===== src/rtl/ifu_pkg.sv =====
`default_nettype none
// ----------------------------------------------------------------------------
// ifu_pkg : shared widths, opcode masks, state and FIFO entry types for the IFU
// Rev 1.0
// ----------------------------------------------------------------------------
package ifu_pkg;

  localparam int PC_W   = 14;
  localparam int WORD_W = 16;

  localparam logic [WORD_W-1:0] JMP_CALL_MASK = 16'hFE0C;
  localparam logic [WORD_W-1:0] JMP_CALL_VAL  = 16'h940C;
  localparam logic [WORD_W-1:0] LDS_STS_MASK  = 16'hFC0F;
  localparam logic [WORD_W-1:0] LDS_STS_VAL   = 16'h9000;

  typedef enum logic [1:0] {
    IDLE  = 2'd0,
    RUN   = 2'd1,
    HOLD  = 2'd2,
    FLUSH = 2'd3
  } ifu_state_e;

  typedef struct packed {
    logic [PC_W-1:0]   pc;
    logic [WORD_W-1:0] word;
  } ifu_entry_t;

  function automatic logic is_two_word(input logic [WORD_W-1:0] w);
    return ((w & JMP_CALL_MASK) == JMP_CALL_VAL) || ((w & LDS_STS_MASK) == LDS_STS_VAL);
  endfunction

endpackage
`default_nettype wire


===== src/rtl/ifu_word_fifo.sv =====
`default_nettype none
// ----------------------------------------------------------------------------
// ifu_word_fifo : address-tagged word buffer, one push and a one- or two-entry pop
// Rev 1.0
// ----------------------------------------------------------------------------
module ifu_word_fifo
  import ifu_pkg::*;
#(
  parameter int DEPTH = 4,
  parameter int CNT_W = $clog2(DEPTH) + 1
) (
  input  logic               clk,
  input  logic               rst,
  input  logic               clear_i,
  input  logic               push_i,
  input  ifu_entry_t         data_i,
  input  logic               pop1_i,
  input  logic               pop2_i,
  output ifu_entry_t         head0_o,
  output logic [WORD_W-1:0]  head1_word_o,
  output logic [CNT_W-1:0]   count_o
);

  localparam int AW = $clog2(DEPTH);

  ifu_entry_t       mem_q [DEPTH];
  logic [AW-1:0]    rd_ptr_q;
  logic [AW-1:0]    wr_ptr_q;
  logic [CNT_W-1:0] count_q;
  logic [CNT_W-1:0] w_pop_n;

  always_comb begin
    w_pop_n = '0;
    if (pop2_i)      w_pop_n = CNT_W'(2);
    else if (pop1_i) w_pop_n = CNT_W'(1);
  end

  always_ff @(posedge clk) begin
    if (rst || clear_i) begin
      rd_ptr_q <= '0;
      wr_ptr_q <= '0;
      count_q  <= '0;
    end else begin
      if (push_i) wr_ptr_q <= wr_ptr_q + AW'(1);
      rd_ptr_q <= rd_ptr_q + w_pop_n[AW-1:0];
      count_q  <= count_q + CNT_W'(push_i) - w_pop_n;
    end
  end

  // Storage needs no reset: the pointers and count define what is valid.
  always_ff @(posedge clk) begin
    if (push_i && !clear_i && !rst) mem_q[wr_ptr_q] <= data_i;
  end

  assign head0_o      = mem_q[rd_ptr_q];
  assign head1_word_o = mem_q[rd_ptr_q + AW'(1)].word;
  assign count_o      = count_q;

endmodule
`default_nettype wire


===== src/rtl/instruction_fetch_unit.sv =====
`default_nettype none
// ----------------------------------------------------------------------------
// instruction_fetch_unit : prefetching fetch unit for 16-bit program memory.
// IFU_TWO_WORD_EN enables pairing of JMP/CALL/LDS/STS opcodes with their operand word.
// Rev 1.0
// ----------------------------------------------------------------------------
module instruction_fetch_unit
  import ifu_pkg::*;
#(
  parameter logic [PC_W-1:0] RESET_VECTOR = 14'h0000,
  parameter int              FIFO_DEPTH   = 4
) (
  input  logic              clk,
  input  logic              rst,
  output logic [PC_W-1:0]   PC,
  output logic              PC_RD,
  input  logic [WORD_W-1:0] Dout,
  input  logic              RDY,
  input  logic              br_valid,
  input  logic [PC_W-1:0]   br_target,
  output logic              inst_valid,
  input  logic              inst_ready,
  output logic [PC_W-1:0]   inst_pc,
  output logic [WORD_W-1:0] inst_word0,
  output logic [WORD_W-1:0] inst_word1,
  output logic              inst_two_word
);

  localparam int CNT_W = $clog2(FIFO_DEPTH) + 1;
  localparam int RES_W = CNT_W + 1;

  ifu_state_e        state_q;
  logic [PC_W-1:0]   pc_q;
  logic              rd_inflight_q;
  logic [PC_W-1:0]   rd_pc_q;

  logic [CNT_W-1:0]  w_count;
  logic [RES_W-1:0]  w_reserved;
  ifu_entry_t        w_head0;
  ifu_entry_t        w_push_entry;
  logic [WORD_W-1:0] w_head1_word;
  logic              w_issue;
  logic              w_push;
  logic              w_head_two;
  logic              w_head_avail;
  logic              w_xfer;

  // Entries already held plus the read still in flight must leave room for one more.
  assign w_reserved = {1'b0, w_count} + RES_W'(rd_inflight_q);
  assign w_issue    = !rst && !br_valid && (state_q == RUN) && RDY
                      && (w_reserved < RES_W'(FIFO_DEPTH));

  always_ff @(posedge clk) begin
    if (rst) begin
      state_q       <= IDLE;
      pc_q          <= RESET_VECTOR;
      rd_inflight_q <= 1'b0;
      rd_pc_q       <= '0;
    end else begin
      rd_inflight_q <= w_issue;
      if (w_issue) rd_pc_q <= pc_q;
      if (br_valid) begin
        state_q <= FLUSH;
        pc_q    <= br_target;
      end else begin
        if (w_issue) pc_q <= pc_q + PC_W'(1);
        case (state_q)
          IDLE:    state_q <= RUN;
          RUN:     if (!RDY) state_q <= HOLD;
          HOLD:    if (RDY) state_q <= RUN;
          FLUSH:   state_q <= RUN;
          default: state_q <= IDLE;
        endcase
      end
    end
  end

  // A redirect in the data-return cycle squashes the returning word.
  assign w_push       = rd_inflight_q && !br_valid && !rst;
  assign w_push_entry = '{pc: rd_pc_q, word: Dout};

  ifu_word_fifo #(
    .DEPTH (FIFO_DEPTH),
    .CNT_W (CNT_W)
  ) u_fifo (
    .clk          (clk),
    .rst          (rst),
    .clear_i      (br_valid),
    .push_i       (w_push),
    .data_i       (w_push_entry),
    .pop1_i       (w_xfer && !w_head_two),
    .pop2_i       (w_xfer && w_head_two),
    .head0_o      (w_head0),
    .head1_word_o (w_head1_word),
    .count_o      (w_count)
  );

`ifdef IFU_TWO_WORD_EN
  assign w_head_two = is_two_word(w_head0.word);
`else
  assign w_head_two = 1'b0;
`endif

  assign w_head_avail = w_head_two ? (w_count >= CNT_W'(2)) : (w_count != '0);
  assign w_xfer       = inst_valid && inst_ready && !br_valid;

  assign PC            = rst ? RESET_VECTOR : pc_q;
  assign PC_RD         = w_issue;
  assign inst_valid    = !rst && w_head_avail;
  assign inst_pc       = inst_valid ? w_head0.pc   : '0;
  assign inst_word0    = inst_valid ? w_head0.word : '0;
  assign inst_two_word = inst_valid && w_head_two;
  assign inst_word1    = inst_two_word ? w_head1_word : '0;

endmodule
`default_nettype wire


===== config.mk =====
export PLATFORM = sky130hd
export DESIGN_NAME = instruction_fetch_unit
export DESIGN_NICKNAME = d
export VERILOG_FILES = /design/src/rtl/ifu_pkg.sv /design/src/rtl/ifu_word_fifo.sv /design/src/rtl/instruction_fetch_unit.sv
export SDC_FILE = /design/constraint.sdc
export NUM_CORES = 1
export LEC_CHECK = 0
export CAP_MARGIN = 20
export CORE_MARGIN = 2
export CORE_UTILIZATION = 54
export DETAILED_ROUTE_END_ITERATION = 16
export GPL_ROUTABILITY_DRIVEN = 0
export GPL_TIMING_DRIVEN = 0
export PLACE_DENSITY_LB_ADDON = 0.25
export SETUP_SLACK_MARGIN = 0.1
export SYNTH_ARGS = -nofsm -noshare
export SYNTH_HDL_FRONTEND = slang
export SYNTH_SLANG_ARGS = --single-unit

===== constraint.sdc =====
create_clock -name clk -period 3.01 [get_ports clk]
set_clock_uncertainty 0.15 [all_clocks]
set_input_delay 0.903 -clock clk [delete_from_list [all_inputs] [get_ports clk]]
set_output_delay 0.903 -clock clk [all_outputs]
set_load 0.005 [all_outputs]

Yosys cells after proc, flatten, opt, wreduce, memory -nomap -nowiden
Memories as Yosys holds them, arrays and structs flattened. A register that Yosys moved wholly into a read port is not among the register bits.
Index checks and enable logic that the tools add are counted.
{"block": "word_totals", "ff_bits": 38, "ram_bits": 120, "input_bits": 35, "out_inout_bits": 63, "n_memories": 1}
{"name": "u_fifo.mem_q", "depth": 4, "word_bits": 30, "read_ports": 1, "rd_clocked_by_memory_dff": 1, "write_ports": 1, "line": "ifu_word_fifo.sv:26", "source": "ifu_entry_t mem_q [DEPTH];"}
{"block": "op_classes", "add_sub_neg": 6, "magnitude_cmp": 1, "n_eq_ne": 5, "n_mux": 13, "reduce_logical": 19}
{"cell": "two-way mux 14 bit", "count": 4}
{"cell": "two-way mux 16 bit", "count": 1}
{"cell": "adder 14 x 1 -> 14 bit (second input constant)", "count": 1}
{"cell": "logical AND 1 bit", "count": 11}
{"cell": "two-way mux 2 bit", "count": 4}
{"cell": "inequality test 3 bit (second input constant)", "count": 2}
{"cell": "one-hot mux 2 bit (3 select lines)", "count": 1}
{"cell": "adder 3 x 1 -> 4 bit", "count": 1}
{"cell": "equality test 2 bit (second input constant)", "count": 2}
{"cell": "< comparator 4 x 3 -> 1 bit (second input constant)", "count": 1}
{"cell": "adder 3 x 1 -> 3 bit", "count": 1}
{"cell": "two-way mux 1 bit", "count": 3}
{"cell": "nonzero test 3 bit", "count": 1}
{"cell": "subtractor 3 x 1 -> 3 bit", "count": 1}
{"cell": "adder 2 x 1 -> 2 bit", "count": 1}
{"cell": "adder 2 x 1 -> 2 bit (second input constant)", "count": 1}
{"cell": "equality test 2 x 1 -> 1 bit (second input constant)", "count": 1}
{"cell": "logical NOT 1 bit", "count": 2}
{"cell": "logical NOT 2 bit", "count": 1}
{"cell": "AND reduction 2 bit", "count": 1}
{"cell": "nonzero test 2 bit", "count": 1}
{"cell": "OR reduction 2 bit", "count": 1}
{"cell": "logical OR 1 bit", "count": 1}

Longest topological paths before layout
{"block": "depth", "word_depth": 7, "ltp_mapped": 8}

Cells and area by module
Synthesis repeated with hierarchy kept, for this count alone.
{"block": "unflattened", "hier_cells": 457, "area_unflattened_um2": 6947.9}
{"module": "ifu_word_fifo", "instances": 1, "cells_per_inst": 219, "area_each_um2": 5137.4, "seq_area_each_um2": 3743.6}
{"module": "instruction_fetch_unit", "instances": 1, "cells_per_inst": 238, "area_each_um2": 1810.5, "seq_area_each_um2": 620.6}

Worst setup path before layout
Ideal clock, no wire load.
{"block": "synth_timing", "kind": "in2out", "startpoint": "input rst", "endpoint": "output inst_pc[0]", "arrival_ps": 1738, "required_time_ps": 1957, "setup_slack_ps": 219, "path_stages": 4, "path_cell_list": "clkbuf_1 -> or2_2 -> clkbuf_1 -> nor2b_1"}
{"block": "synth_between", "elab_chain_len": 3}
{"element": "start, declared", "line": "instruction_fetch_unit.sv:14", "source": "input logic rst,"}
{"element": "logical NOT 1 bit", "line": "instruction_fetch_unit.sv:109", "source": "assign inst_valid = !rst && w_head_avail;"}
{"element": "logical AND 1 bit", "line": "instruction_fetch_unit.sv:109"}
{"element": "two-way mux 14 bit", "line": "instruction_fetch_unit.sv:110", "source": "assign inst_pc = inst_valid ? w_head0.pc : '0;"}
{"element": "end, declared", "line": "instruction_fetch_unit.sv:23", "source": "output logic [PC_W-1:0] inst_pc,"}
No other way between the ends.

Worst setup path in the final report
{"block": "layout_timing", "startpoint": "input rst", "endpoint": "output inst_pc[13]"}
Same word-level chain as after synthesis.

==> out/metrics.yaml <==
status: "finished, final reports clean"
htreeDepth: 4
cts.sinks: 158
io_pins: 98
final_cell_mix: "edfxtp_1 (120), dfxtp_1 (35), buf_4 (33)"
nets: 646
dp_hpwl_mm: 8.58
max_cap_viol_count: 0
grt_remaining_overflow: 0
hold_violations: 0
port_buffers: 80
antenna_found_initial: 0
ys_types: 53
arrival_ns: 1.96
grt_pass1_vias: 4438
clock_tree.root_cell: "clkbuf_16"
rsz0062_at_grt: "true"
crit_fanout: 5
drt_wl_total_mm: 16.0
area_growth_syn_to_layout_pct: 33.8
whs_ns: 0.353
dieArea_mm2: 0.0133
critPathKind: "in2out"
antenna_cells: 0
syn_inst: 459
max-vdd-ir-drop_uv: 357
drv_slew: 0
clk_path_buf_depth: 2
power_density_mw_per_mm2: 551
grt_first_pass_wirelength_mm: 24.4
hold_path_class: "reg2reg"
synth_edf_count: 120
max_clock_freq_mhz: 332
tightestPinTransition_ns: 0.832
clkTransAtPathRegs_ns: 0.06
ys_seq_elements: 158
netlist.area_leader.share_pct: 53.9
die_height_um: 115
mostFrequentLayoutCell: "edfxtp_1"
rows: 40
ant_nets: 0
dp_cells: 723
clk_latency_ns: 0.42
final_core_util_pct: 74.2
p_leak_nw: 3.19
via_per_inst: 5.71
synth-seq-area-share_pct: 65.3
synth_area_leaders: "edfxtp_1 (54%), dfxtp_1 (11%), mux4_2 (10%), nor2b_1 (3.9%), buf_4 (1.9%)"
period_needed_ns: 3.01
core_area_mm2: 0.0121
drt_iter0_drc: 418
drive_gt1_share_pct: 31.0
start_kind: "primary input"
avgSynthCellArea_um2: 14.6
start_util_pct: 55.4
grt_max_degree: 31
finalCritPeriodShare_pct: 100
relSlewSlack_pct: 44.5
routedWlPerCell_um: 20.4
vias: 4479
yosys_warnings: 0
track_usage_pct: 25.1
drtPass1Iterations: 5
yosys.area.top_type: "edfxtp_1"
critical_path_required_ns: 1.96
tritoncts: "built"
synth_area_mm2: 0.00669
nFillCells: 742
layout.cells.non_filler: 784
route.detailed.drc: 0
die_w_um: 115
setup_viol: 0
endpoint_kind: "output pin"
cts_inserted_buffers: 17
ys.flop_type: "edfxtp_1"
async_reset_ff_share_pct: 0
## cell families (layout without fill, tap and decap cells)
group	count (synthesis)	after routing	share of synthesized area [%]
flops	158	158	65.3
simple gates	138	138	11.8
compound gates	62	62	6.02
buf+inv	54	195	4.06
mux	32	32	10.4
fa+ha+maj	8	8	1.61
xor+xnor	6	6	0.786
other cells	1	17	0.0561
## critical path, cell delays in order
cell and delay, ns:
buf_8 0.10, buf_8 0.11, or2_4 0.29, buf_6 0.14, clkbuf_16 0.16, nor2b_4 0.12
buf_2 0.12
## repair_timing
item	4_1_cts	5_1_grt
hold buffers	0	0
buffers inserted	22	3
gates cloned	5	0
endpoints found under the hold margin	0	0
endpoints found under the setup margin	46	32
resized for setup	241	13
pin swaps	5	2
## cell usage after synthesis (2+ instances only)
cell type / instances
edfxtp_1: 120
nor2b_1: 42
dfxtp_1: 38
mux4_2: 30
nor2_1: 23
clkbuf_1: 21
a21oi_1: 18
buf_4: 17
nand3_1: 16
o21ai_0: 15
nand2_1: 12
and3_1: 8
inv_1: 8
ha_1: 7
a311oi_1: 6
nand4_1: 6
or4_1: 6
a31oi_1: 4
buf_1: 4
buf_2: 4
o31ai_1: 4
xor2_1: 4
and2_1: 3
nand3b_1: 3
o211ai_1: 3
or2_2: 3
or3_1: 3
mux2i_1: 2
nand3_2: 2
nor3_1: 2
nor4_1: 2
xnor2_1: 2
## layer usage
metal / vias up / wire [um] / GRT usage [%]
met5: - / 0 / 0
met2: 244 / 8150 / 42.4
li1: 2007 / - / -
met3: 24 / 1220 / 5.85
met1: 2204 / 6390 / 32.7
met4: 0 / 196 / 7.55
## final timing paths
| path | from | to | slack [ns] | depth (start not counted) |
|---|---|---|---|---|
| min | rd_pc_q[4] | u_fifo.mem_q[0][20] | 0.35 | 0 |
| min reg2reg | rd_pc_q[4] | u_fifo.mem_q[0][20] | 0.35 | 0 |
| max | rst | inst_pc[13] | 0.0004 | 7 |
| max reg2reg | u_fifo.count_o[1] | pc_q[10] | 0.63 | 6 |
## registers in the layout, indices dropped and copies added (netlist names)
name             cells
u_fifo.mem_q       120
rd_inflight_q        1
u_fifo.rd_ptr_q      2
u_fifo.wr_ptr_q      2
rd_pc_q             14
pc_q                14
state_q              2
u_fifo.count_o       3
## metrics by stage
stage,setup WS [ns],setup TNS [ns],power (W),instance area (um2)
floorplan,0.219,0,0.00250,6750
global placement,-1.13,-129.76,0.00259,7760
detailed placement,-1.12,-62.77,0.00260,7760
CTS,0.000786,0,0.00494,8880
global route,-0.0315,-0.111,0.00506,8940
finish,0.000431,0,0.00493,8940
## power breakdown
group | internal [W] | leakage, nW | switching (W)
sequential | 0.00235 | 1.29 | 0.0000263
combinational | 0.000105 | 1.58 | 0.0000879
clock | 0.00155 | 0.316 | 0.000816
## cell type report
type | instances | area, um2 | area share, %
inverters | 8 | 30.0 | 0.336
clock buffers | 19 | 433 | 4.84
well taps | 168 | 210 | 2.35
multi-input cells | 263 | 2270 | 25.4
clock inverters | 13 | 219 | 2.45
plain buffers | 45 | 397 | 4.43
repair buffers | 110 | 1020 | 11.4
flip-flops and latches | 158 | 4370 | 48.9
Power figures use the tool's default switching activity.
==> edit 1: new RTL, config.mk and constraints unchanged <==
Make the reset (`rst`) asynchronous in one clocked block.
--- a/src/rtl/instruction_fetch_unit.sv
+++ b/src/rtl/instruction_fetch_unit.sv
@@ -51,5 +51,5 @@
                       && (w_reserved < RES_W'(FIFO_DEPTH));
 
-  always_ff @(posedge clk) begin
+  always_ff @(posedge clk or posedge rst) begin
     if (rst) begin
       state_q       <= IDLE;
Behaviour: no difference found for any inputs over 10 cycles, from zero or initial values and one cycle with rst high; that may be too few to reach the edited logic, so the function may still have changed.
==> edit 1 against the original RTL <==
- the run now ends with setup timing left
- register-to-register slack better by 0.12 ns
- sequential cell count is the same
- synthesized cell count is 13% lower
- power is 2.1% higher
- worst setup slack worse by 0.040 ns
- synthesized area up 0.92%
- final area decreased by 2.2%
- wire length down 13%
- critical path type unchanged
==> edit 1: results (changes against the original RTL) <==
metric	value	unit	change
critPathLaunch	rst		
clock_power	2140	uW	-9.3%
pg_seq	2600	uW	+9.7%
nNetsFinal	576		-11%
clk_pin_slew	0.05	ns	
powerDensity	575.3	nW/um^2	+4.4%
dpl_cell_area	7819	sq um	+0.71%
pre_cts_ws	-1.212	ns	-0.08777 ns
synth_common_cells	edfxtp_1 (120), nor2b_1 (44), dfrtp_1 (31), mux4_2 (30), nand2_1 (18)		
use_met2	36.49	%	-5.9 points
timing.final.ws_setup	-0.03970	ns	-0.04013 ns
post-route-drc-count	0		unchanged
use_met3	3.975	%	-1.9 points
dp_hpwl	8213	microns	-4.2%
yosysSeqAreaShare	66.96	%	+1.7 points
wl_met1	5958	microns	-6.8%
setup_viol	8		+8
critPathMaxFanout	7		+2
peakVddDrop	0.3515	mV	-1.6%
synth.area.top_cells	edfxtp_1 (53%), dfrtp_1 (11%), mux4_2 (10%)		
syn_area_per_cell	16.96	sq um	+16%
vias_per_cell	5.457		-4.5%
dr.pass1.iters	4		-1
relSlewSlack	46.21	%	+1.7 points
io_buffers	79		-1.3%
fin_tns_setup	-0.1456	ns	-0.1456 ns
drt_wl_total	13910	microns	-13%
critPathArrivalTime	2.00	ns	+0.04 ns
r2r-start	u_fifo.count_o[1]$_SDFF_PP0_		
use_met1	28.25	%	-4.4 points
instances_no_fill	711		-9.3%
status	complete, but fails checks		
clk_latency	0.41	ns	
holdCritStartpoint	rd_pc_q[9]$_DFFE_PP0P_		
grt_pass1_wl	21180	microns	-13%
dpl.cell_count	661		-8.6%
drt_iter0_markers	409		-2.2%
diodes	0		unchanged
grt_usage	21.49	%	-3.6 points
violations	setup timing		
layout-drive-gt1-share	34.44	%	+3.4 points
wl_met2	7181	microns	-12%
grt_pass1_vias	3900		-12%
largest_registers	u_fifo.mem_q x120, pc_q x14, rd_pc_q x14		
h-tree-depth	4		unchanged
synth-async-reset-ratio	19.62	%	+20 points
synth_cell_types	43		-19%
cellLeakagePower	0.003325	uW	+4.1%
switching_share	19.91	%	+1.0 points
routed.top_layer	met4		
route.met3.wl	589	microns	-52%
edit 1: worst reg2reg max path, stage by stage (launching register included):
cell and delay (ns):
dfxtp_2 0.34, buf_4 0.16, nor3_4 0.22, nand2b_1 0.25, xor2_1 0.19, nor2_1 0.07
ha_1 0.20, fa_1 0.44, and2_1 0.14
edit 1: final timing paths:
| check | slack, ns | cells after the start | end |
|---|---|---|---|
| max | -0.04 | 7 | inst_pc[6] |
| min | 0.37 | 0 | u_fifo.mem_q[3][25]$_DFFE_PP_ |
| max reg2reg | 0.75 | 8 | u_fifo.count_o[1]$_SDFF_PP0_ |
| min reg2reg | 0.37 | 0 | u_fifo.mem_q[3][25]$_DFFE_PP_ |
| max in group asynchronous | 1.64 | 4 | pc_q[4]$_DFFE_PP0P_ |
| min in group asynchronous | 0.61 | 4 | rd_pc_q[8]$_DFFE_PP0P_ |
edit 1: cell families after synthesis:
group / count (synthesis) / synth area share [%]
flops: 158 / 66.96
compound gates: 30 / 4.338
simple gates: 103 / 9.177
buf+inv: 47 / 4.208
mux: 45 / 12.88
other cells: 1 / 0.05556
fa+ha+maj: 8 / 1.594
xor+xnor: 6 / 0.7786
edit 1: area by class of cell:
class / instances / area (sq um)
Sequential cell: 158 / 4526
Fill cell: 771 / 3363
Multi-Input combinational cell: 209 / 2127
Timing Repair Buffer: 101 / 895.9
Clock buffer: 19 / 432.9
Buffer: 36 / 364.1
Tap cell: 168 / 210.2
Clock inverter: 10 / 147.6
Inverter: 9 / 40.04
Timing Repair inverter: 1 / 5.005
edit 1: timing repair:
item / CTS / global route
gates cloned: 2 / 0
setup endpoints to repair: 49 / 34
pin swaps: 2 / 4
buffers inserted: 19 / 2
resized for setup: 215 / 17
==> edit 2: new RTL, same settings <==
Without the edit above. `FIFO_DEPTH`: 4 -> 2.
--- a/src/rtl/instruction_fetch_unit.sv
+++ b/src/rtl/instruction_fetch_unit.sv
@@ -9,5 +9,5 @@
 #(
   parameter logic [PC_W-1:0] RESET_VECTOR = 14'h0000,
-  parameter int              FIFO_DEPTH   = 4
+  parameter int              FIFO_DEPTH   = 2
 ) (
   input  logic              clk,
Function: changed (a bounded check fails within 4 cycles, from zero or initial values and one cycle with rst high).
==> edit 2 against the original RTL <==
- worst setup slack improved by 0.054 ns
- non-clock buffer count is 23 lower
- sequential cell count down 63
- clock power down 64%
- sequential share of layout area shrank 2.8 points
- wire length decreased by 47%
- highest routed layer unchanged
- critical path type unchanged
- power is 50% lower
- critical endpoint is now PC_RD
- via count fell by 34%
- synthesized area decreased by 39%
- utilization grew 0.33 points
- final area fell by 39%
==> edit 2: results (changes against the original RTL) <==
metric	value	unit	change
io_buffers	79		-1.3%
critical_path.max_stage_delay	0.20	ns	-0.09 ns
diodes	0		unchanged
dp_hpwl	5666	microns	-34%
synth_edf_count	60		-50%
slew_violations	0		unchanged
clk_pin_slew	0.09	ns	+0.03 ns
synth-async-reset-ratio	0	%	unchanged
cp_slowest_cell	clkdlybuf4s15_2		
tightest_slew	0.9179	ns	+0.08551 ns
synth_cell_types	44		-17%
grt_pass1_wl	13990	microns	-43%
vias	2966		-34%
dieArea	8289	sq um	-38%
drt_iter0_markers	145		-65%
synth.area.top_cells	edfxtp_1 (44%), dfxtp_1 (17%), mux2i_1 (7.3%)		
cts_root_buf	clkbuf_8		
largest_reg_flops	60		-50%
dr.pass1.iters	4		-1
largest_registers	u_fifo.mem_q x60, pc_q x14, rd_pc_q x14		
h-tree-depth	3		-1
critPathArrivalTime	1.90	ns	-0.06 ns
antenna_found_initial	0		unchanged
clk_latency	0.35	ns	-0.07 ns
grt_max_degree	31		unchanged
yosysWarnings	0		unchanged
cellLeakagePower	0.002145	uW	-33%
dpl.cell_count	556		-23%
yosysSeqAreaShare	61.16	%	-4.1 points
cts_buffer_depth	2		unchanged
final_core_util	74.49	%	+0.33 points
drt_wl_total	8517	microns	-47%
layout-drive-gt1-share	19.75	%	-11 points
grt_pass1_vias	2883		-35%
critPathMaxFanout	4		-1
grt_usage	21.25	%	-3.8 points
num-fill-cells	537		-28%
status	complete, no violations		
dpl_cell_area	5089	sq um	-34%
wl_per_cell	14.56	microns	-29%
hold_class	reg2reg		
synthesis.instances	361		-21%
nNetsFinal	519		-20%
peakVddDrop	0.2752	mV	-23%
synth_common_cells	edfxtp_1 (60), nor2_1 (46), nand2_1 (41), dfxtp_1 (35), mux2i_1 (30)		
cts_buffers	9		-8
edit 2: cell types whose count changed in the layout (fill, tap and decap cells not counted), moves of 18 or more:
cell       change
mux2i_1       +28
nand2_1       +30
clkbuf_16     -22
edfxtp_1      -60
mux4_2        -30
buf_2         -18
edit 2: cell families after synthesis:
kind of cell	share of synthesized area, %
buf+inv	5.810
simple gates	15.90
other cells	0.09166
mux	7.339
fa+ha+maj	0.9175
compound gates	6.636
xor+xnor	2.141
flops	61.16
edit 2: repair_timing:
action,CTS,global route
endpoints found under the hold margin,0,0
endpoints found under the setup margin,59,22
resized for setup,117,24
buffers inserted,10,2
cloned,1,0
pin swaps,2,1
edit 2: per-stage QoR:
step	total power, uW	hold WS, ns	setup TNS (ns)	worst slack, ns
after detailed placement	1616	0.2907	-30.77	-1.033
after floorplan	1529	0.2754	0	0.2279
final	2442	0.3104	0	0.05466
after CTS	2451	0.3083	0	0.01654
after global placement	1612	0.2825	-53.80	-1.007
after global routing	2525	0.3281	0	0.008448
edit 2: power by group:
part           total, uW  switching [uW]  internal (uW)
combinational        181            75.9            105
sequential          1420            24.0           1390
clock                843             450            393
total               2440             550           1890
edit 2: layout make-up:
type | count | share of cell area [%]
Clock buffer | 9 | 2.281
Multi-Input combinational cell | 238 | 27.21
Timing Repair Buffer | 93 | 14.93
Sequential cell | 95 | 46.07
Tap cell | 99 | 2.281
Clock inverter | 7 | 1.405
Inverter | 5 | 0.3455
Buffer | 39 | 5.483
edit 2: layer usage:
metal	GRT usage, %	part of all wire [%]	up-vias
met5	0	0	-
met4	8.712	1.5	0
met3	2.739	5.4	8
met2	34.51	48	108
met1	29.03	45	1364
li1	-	-	1486
edit 2: final timing paths:
path                            slack, ns                    startpoint  depth (start not counted)                            end
worst min-delay path                 0.31      rd_pc_q[12]$_SDFFE_PP0P_                          0  u_fifo.mem_q[1][28]$_DFFE_PP_
worst max-delay path                 0.05                           RDY                          7                          PC_RD
worst min register to register       0.31      rd_pc_q[12]$_SDFFE_PP0P_                          0  u_fifo.mem_q[1][28]$_DFFE_PP_
worst max register to register       0.95  u_fifo.count_o[1]$_SDFF_PP0_                          6          pc_q[10]$_SDFFE_PP0P_
edit 2: worst max-delay path, delay by kind of cell:
kind,cells,cell delay (ns)
buffers and inverters,5,0.72
AND/OR/NAND/NOR,2,0.27
